`src/rtl/lsu_split.sv`:
```
// lsu_split: load/store unit front end that turns one RISC-V load or store
// request into one or two word-aligned memory beats.
// A word-crossing access is split into two beats, with byte lanes placed per beat.
// Load bytes are reassembled from both beats and then sign- or zero-extended.
//
// Build option: define LSU_MISALIGN_SPLIT_EN to split word-crossing accesses.
// Without it, any access with addr mod size != 0 completes with rsp_err and
// issues no memory beat.
//
// Ports:
//   clk, reset        rising-edge clock, synchronous active-high reset
//   req_valid/ready   request handshake; ready only while idle
//   req_store         1 = store, 0 = load
//   req_funct3        RISC-V access type (size / signedness)
//   req_addr          byte address
//   req_wdata         store data, right-aligned
//   rsp_valid         one-cycle completion pulse
//   rsp_rdata         extended load data (0 for stores and errors)
//   rsp_err           access fault (illegal funct3 or forbidden misalignment)
//   mem_req           beat request, held with addr/we/wdata until mem_gnt
//   mem_addr          word-aligned beat address
//   mem_we            per-byte write enables (0 for loads)
//   mem_wdata         store data placed in its byte lanes
//   mem_gnt           beat accepted
//   mem_rvalid        load data valid, one cycle or more after mem_gnt
//   mem_rdata         load data word
module lsu_split #(
    parameter int XLEN = 32,
    parameter int BE_W = XLEN / 8
) (
    input  logic            clk,
    input  logic            reset,
    input  logic            req_valid,
    output logic            req_ready,
    input  logic            req_store,
    input  logic [2:0]      req_funct3,
    input  logic [XLEN-1:0] req_addr,
    input  logic [XLEN-1:0] req_wdata,
    output logic            rsp_valid,
    output logic [XLEN-1:0] rsp_rdata,
    output logic            rsp_err,
    output logic            mem_req,
    output logic [XLEN-1:0] mem_addr,
    output logic [BE_W-1:0] mem_we,
    output logic [XLEN-1:0] mem_wdata,
    input  logic            mem_gnt,
    input  logic            mem_rvalid,
    input  logic [XLEN-1:0] mem_rdata
);
    localparam int OW = $clog2(BE_W);

    typedef enum logic [2:0] {IDLE, BEAT0, WAIT0, BEAT1, WAIT1, RESP} state_t;
    state_t state, state_nx;

    logic            st_q, err_q, split_q;
    logic [2:0]      f3_q;
    logic [XLEN-1:0] addr_q, wdata_q, lo_q, hi_q;

    // Request decode, evaluated on the inputs at acceptance.
    logic [3:0] req_sz;
    logic       req_legal, req_mis, req_split;

    always_comb begin
        req_sz    = 4'd1 << req_funct3[1:0];
        req_legal = 1'b0;
        case (req_funct3)
            3'b000, 3'b001, 3'b010: req_legal = 1'b1;
            3'b100, 3'b101:         req_legal = !req_store;
            3'b011:                 req_legal = (XLEN == 64);
            3'b110:                 req_legal = !req_store && (XLEN == 64);
            default:                req_legal = 1'b0;
        endcase
`ifdef LSU_MISALIGN_SPLIT_EN
        req_mis   = 1'b0;
        req_split = (5'(req_addr[OW-1:0]) + 5'(req_sz)) > 5'(BE_W);
`else
        req_mis   = (req_addr[3:0] & (req_sz - 4'd1)) != 4'd0;
        req_split = 1'b0;
`endif
    end

    // Lane placement for the captured access.
    logic [OW-1:0]     off;
    logic [OW+2:0]     shamt;
    logic [3:0]        sz;
    logic [BE_W-1:0]   sz_be;
    logic [XLEN-1:0]   dmask, raw, load_res, base;
    logic [2*BE_W-1:0] we_wide;
    logic [2*XLEN-1:0] wd_wide, rd_wide;
    logic              sign;

    always_comb begin
        off   = addr_q[OW-1:0];
        shamt = {off, 3'b000};
        sz    = 4'd1 << f3_q[1:0];
        sz_be = '0;
        dmask = '0;
        for (int unsigned i = 0; i < BE_W; i++) begin
            sz_be[i]       = (i < 32'(sz));
            dmask[i*8 +: 8] = {8{sz_be[i]}};
        end
        // Low half feeds beat0, high half feeds beat1 of a split access.
        we_wide = {{BE_W{1'b0}}, sz_be} << off;
        wd_wide = {{XLEN{1'b0}}, wdata_q & dmask} << shamt;
        rd_wide = {hi_q, lo_q} >> shamt;
        raw     = rd_wide[XLEN-1:0] & dmask;
        // dmask ^ (dmask >> 1) isolates the top bit of the access size.
        sign     = |(raw & (dmask ^ (dmask >> 1)));
        load_res = raw | ((sign && !f3_q[2]) ? ~dmask : '0);
        base     = {addr_q[XLEN-1:OW], {OW{1'b0}}};
    end

    always_comb begin
        state_nx = state;
        case (state)
            IDLE:  if (req_valid) state_nx = BEAT0;
            BEAT0: begin
                if (err_q)          state_nx = RESP;
                else if (mem_gnt) begin
                    if (!st_q)        state_nx = WAIT0;
                    else if (split_q) state_nx = BEAT1;
                    else              state_nx = RESP;
                end
            end
            WAIT0: if (mem_rvalid) state_nx = split_q ? BEAT1 : RESP;
            BEAT1: if (mem_gnt)    state_nx = st_q ? RESP : WAIT1;
            WAIT1: if (mem_rvalid) state_nx = RESP;
            RESP:  state_nx = IDLE;
            default: state_nx = IDLE;
        endcase
    end

    always_comb begin
        req_ready = (state == IDLE);
        mem_req   = ((state == BEAT0) || (state == BEAT1)) && !err_q;
        mem_addr  = '0;
        mem_we    = '0;
        mem_wdata = '0;
        if (mem_req) begin
            mem_addr = (state == BEAT1) ? base + XLEN'(BE_W) : base;
            if (st_q) begin
                mem_we    = (state == BEAT1) ? we_wide[2*BE_W-1:BE_W] : we_wide[BE_W-1:0];
                mem_wdata = (state == BEAT1) ? wd_wide[2*XLEN-1:XLEN] : wd_wide[XLEN-1:0];
            end
        end
        rsp_valid = (state == RESP);
        rsp_err   = (state == RESP) && err_q;
        rsp_rdata = ((state == RESP) && !err_q && !st_q) ? load_res : '0;
    end

    always_ff @(posedge clk) begin
        if (reset) begin
            state   <= IDLE;
            st_q    <= 1'b0;
            err_q   <= 1'b0;
            split_q <= 1'b0;
            f3_q    <= '0;
            addr_q  <= '0;
            wdata_q <= '0;
            lo_q    <= '0;
            hi_q    <= '0;
        end else begin
            state <= state_nx;
            if (state == IDLE && req_valid) begin
                st_q    <= req_store;
                f3_q    <= req_funct3;
                addr_q  <= req_addr;
                wdata_q <= req_wdata;
                err_q   <= !req_legal || req_mis;
                split_q <= req_legal && req_split;
            end
            if (state == WAIT0 && mem_rvalid) lo_q <= mem_rdata;
            if (state == WAIT1 && mem_rvalid) hi_q <= mem_rdata;
        end
    end
endmodule

```
`config.mk`:
```
export PLATFORM = sky130hd
export DESIGN_NAME = lsu_split
export DESIGN_NICKNAME = d
export VERILOG_FILES = /design/src/rtl/lsu_split.sv
export SDC_FILE = /design/constraint.sdc
export NUM_CORES = 1
export LEC_CHECK = 0
export BUFFER_PORTS_ARGS = -buffer_cell sky130_fd_sc_hd__buf_4
export CORE_MARGIN = 8
export CORE_UTILIZATION = 55
export DETAILED_ROUTE_END_ITERATION = 16
export GPL_ROUTABILITY_DRIVEN = 0
export PLACE_DENSITY_LB_ADDON = 0.3
export SYNTH_ARGS = -nofsm -noshare
export SYNTH_HDL_FRONTEND = slang
export SYNTH_SLANG_ARGS = --single-unit
```
`constraint.sdc`:
```
create_clock -name clk -period 4.36 [get_ports clk]
set_input_delay 0 -clock clk [delete_from_list [all_inputs] [get_ports clk]]
set_output_delay 0 -clock clk [all_outputs]
set_load 0.05 [all_outputs]
```
==> flow_metrics.env <==
export IMPL_grt_pass1_vias=8461
export IMPL_pre_cts_ws_ns=1.30
export IMPL_wire_per_inst_um=17.6
export IMPL_area_growth_pct=42.3
export IMPL_fillerInstances=923
export IMPL_synth_area_um2=7400
export IMPL_postSynth_asyncResetShare_pct=0
export IMPL_synth_xor_xnor_area_share_pct=2.72
export IMPL_die_area_um2=17400
export IMPL_yosys_cell_types_count=48
export IMPL_drv_cap=0
export IMPL_yosysTopAreaCell="dfxtp_1"
export IMPL_drt_wl_total_um=26500
export IMPL_synthAdderAreaFrac_pct=0.169
export IMPL_clk_pin_slew_ns=0.06
export IMPL_hold_class="in2reg"
export IMPL_crit_fanout=31
export IMPL_p_leak_nw=4.08
export IMPL_numCtsBuffers=17
export IMPL_synth_top_family_by_area="simple AND/OR/NAND/NOR gates"
export IMPL_antenna_found_initial=2
export IMPL_worst_slew_pin_slew_ns=1.14
export IMPL_core_area_um2=13200
export IMPL_synth_mux_area_share_pct=8.52
export IMPL_slew_viol_final=0
export IMPL_tns_ns=0
export IMPL_io_pins=209
export IMPL_grt_first_pass_wirelength_um=42100
export IMPL_relSlewSlack_pct=23.5
export IMPL_start_util_pct=56.1
export IMPL_clock_sinks=128
export IMPL_seq_area_um2=2570
export IMPL_place_detailed_hpwl_um=17100
export IMPL_synth_compound_area_share_pct=21.5
export IMPL_finalSetupViolCount=0
export IMPL_first_iter_violations=815
export IMPL_port_buffers=206
export IMPL_synth_cells=1068
export IMPL_hold_viol=0
export IMPL_clock_latency_ns=0.42
export IMPL_synth_most_common_cell="nand2_1"
export IMPL_post_route_drc_count=0
export IMPL_cts_resized=0
export IMPL_fin_ws_ns=0.820
export IMPL_num_rows=42
export IMPL_cp_start_kind="flop"
export IMPL_die_width_um=132
export IMPL_grt_use_total_pct=29.2
export IMPL_drive_gt1_share_pct=22.0
export IMPL_yosysWarnings=0
export IMPL_cts_tree="done"
export IMPL_ys_seq_elements=128
export IMPL_cts_root_buffer="clkbuf_16"
export IMPL_postCtsSetupBuffers=0
export IMPL_gr_total_overflow=0
export IMPL_first_pass_iters=6
export IMPL_status="finished, final reports clean"
export IMPL_ys_seq_area_share_pct=34.6
export IMPL_vias_per_cell=5.81
export IMPL_clk_path_buf_depth=2
export IMPL_criticalPathCategory="reg2out"
export IMPL_end_kind="output pin"
export IMPL_skew_ns=0.00789
export IMPL_multi_input_area_um2=4440
export IMPL_synth_avg_cell_area_um2=6.93
export IMPL_vias=8758
export IMPL_synth_top_area_share_pct=34.6
export IMPL_min_period_ns=3.54
export IMPL_arrival_ns=3.54
export IMPL_grt_max_degree=95
export IMPL_yosys_top_cells_count="316 x nand2_1, 179 x a21oi_1, 128 x dfxtp_1"
export IMPL_p_per_area_nw_per_um2=451
export IMPL_h_tree_depth=4
export IMPL_worstPathRequired_ns=4.36
export IMPL_synth_simple_gate_area_share_pct=26.9
export IMPL_ant_nets=0
export IMPL_ys_flop_type="dfxtp_1"
export IMPL_synth_edff_count=0
export IMPL_nets=1422
export IMPL_rsz0062_at_grt="no"
export IMPL_ir_worst_vdd_mv=0.285
export IMPL_netlist_top_cells_area="dfxtp_1 35%, nand2_1 16%, a21oi_1 12%"
export IMPL_fmax_ghz=0.282
export IMPL_post_route_period_util_pct=81.2
export IMPL_die_y_um=132
placed cells by master, fill, tap and decap left out, types with 6 or more instances in the layout:
master	n
nor3_1	6
or3_1	8
mux2i_1	36
a32oi_1	8
mux2_2	24
o21ai_0	51
dfxtp_1	126
nand2_1	315
inv_1	8
nand3_1	15
and3_1	6
nand4_1	10
buf_4	213
o21ai_2	10
dlygate4sd3_1	102
nor2_1	85
clkbuf_16	18
a211oi_1	15
a22oi_1	17
xor2_1	18
a21oi_1	179
worst max-delay path, cell delays in order (launching register included):
cell     delay [ns]
dfxtp_1        0.60
or3b_2         0.79
inv_2          0.19
nand2_1        0.44
nor2b_1        0.63
nand2_1        0.11
o21ai_0        0.11
buf_4          0.24
power breakdown:
part	internal, mW	switching, mW
logic	0.548	0.987
registers	1.36	0.291
clock network	1.04	0.518
total	2.95	1.80
per-stage QoR:
step	hold WS [ns]	power, mW	std cells	utilization [%]	area (um2)
finish	0.0528	4.75	1507	79.9	10500
global route	0.0985	4.97	1507	79.9	10500
CTS	0.0352	4.71	1505	79.8	10500
detailed placement	0.253	3.09	1371	67.2	8860
global placement	0.247	3.05	1371	67.2	8860
floorplan	0.136	2.69	1069	-	7410
cell type report:
type / instances / area share [%]
Clock inverter: 11 / 1.75
Timing Repair Buffer: 315 / 24.9
Antenna cell: 2 / 0.0475
Clock buffer: 21 / 4.38
Inverter: 10 / 0.356
Multi-Input combinational cell: 844 / 42.1
Tap cell: 176 / 2.09
Sequential cell: 128 / 24.4
registers in the layout, indices dropped and copies added (netlist names):
name	cells
addr_q	32
lo_q	32
wdata_q	32
hi_q	24
f3_q	3
state	3
err_q	1
st_q	1
cell families (layout without fill, tap and decap cells):
group / count (synthesis) / after routing
and+or+nand+nor: 473 / 473
AOI/OAI and AO/OA: 285 / 285
DFF: 128 / 128
buffers and inverters: 97 / 357
muxes: 60 / 60
xor gates and xnor gates: 23 / 23
adders and majority gates: 1 / 1
other: 1 / 4
repair_timing:
item	CTS	global route
hold endpoints to repair	126	0
hold buffers	102	0
setup endpoints to repair	0	0
layer usage:
layer	share of wire [%]	GRT usage, %	vias up	routed length (um)
met1	39	33.5	4055	10400
met3	8.3	7.89	97	2220
met2	48	48.1	482	12700
met4	4.8	16.3	0	1280
met5	0	0	-	0
li1	-	-	4124	-
path summary, 6_finish.rpt:
check / cells past startpoint / to / start / slack (ns)
max: 7 / mem_wdata[0] / state[0]$_SDFFE_PP0P_ / 0.82
max reg2reg: 6 / addr_q[11]$_SDFFE_PP0P_ / state[1]$_SDFFE_PP0P_ / 1.93
min: 4 / state[1]$_SDFFE_PP0P_ / mem_rvalid / 0.05
min reg2reg: 2 / hi_q[18]$_SDFFE_PP0P_ / hi_q[18]$_SDFFE_PP0P_ / 0.45
No activity file was read; power rests on OpenSTA's default activity.
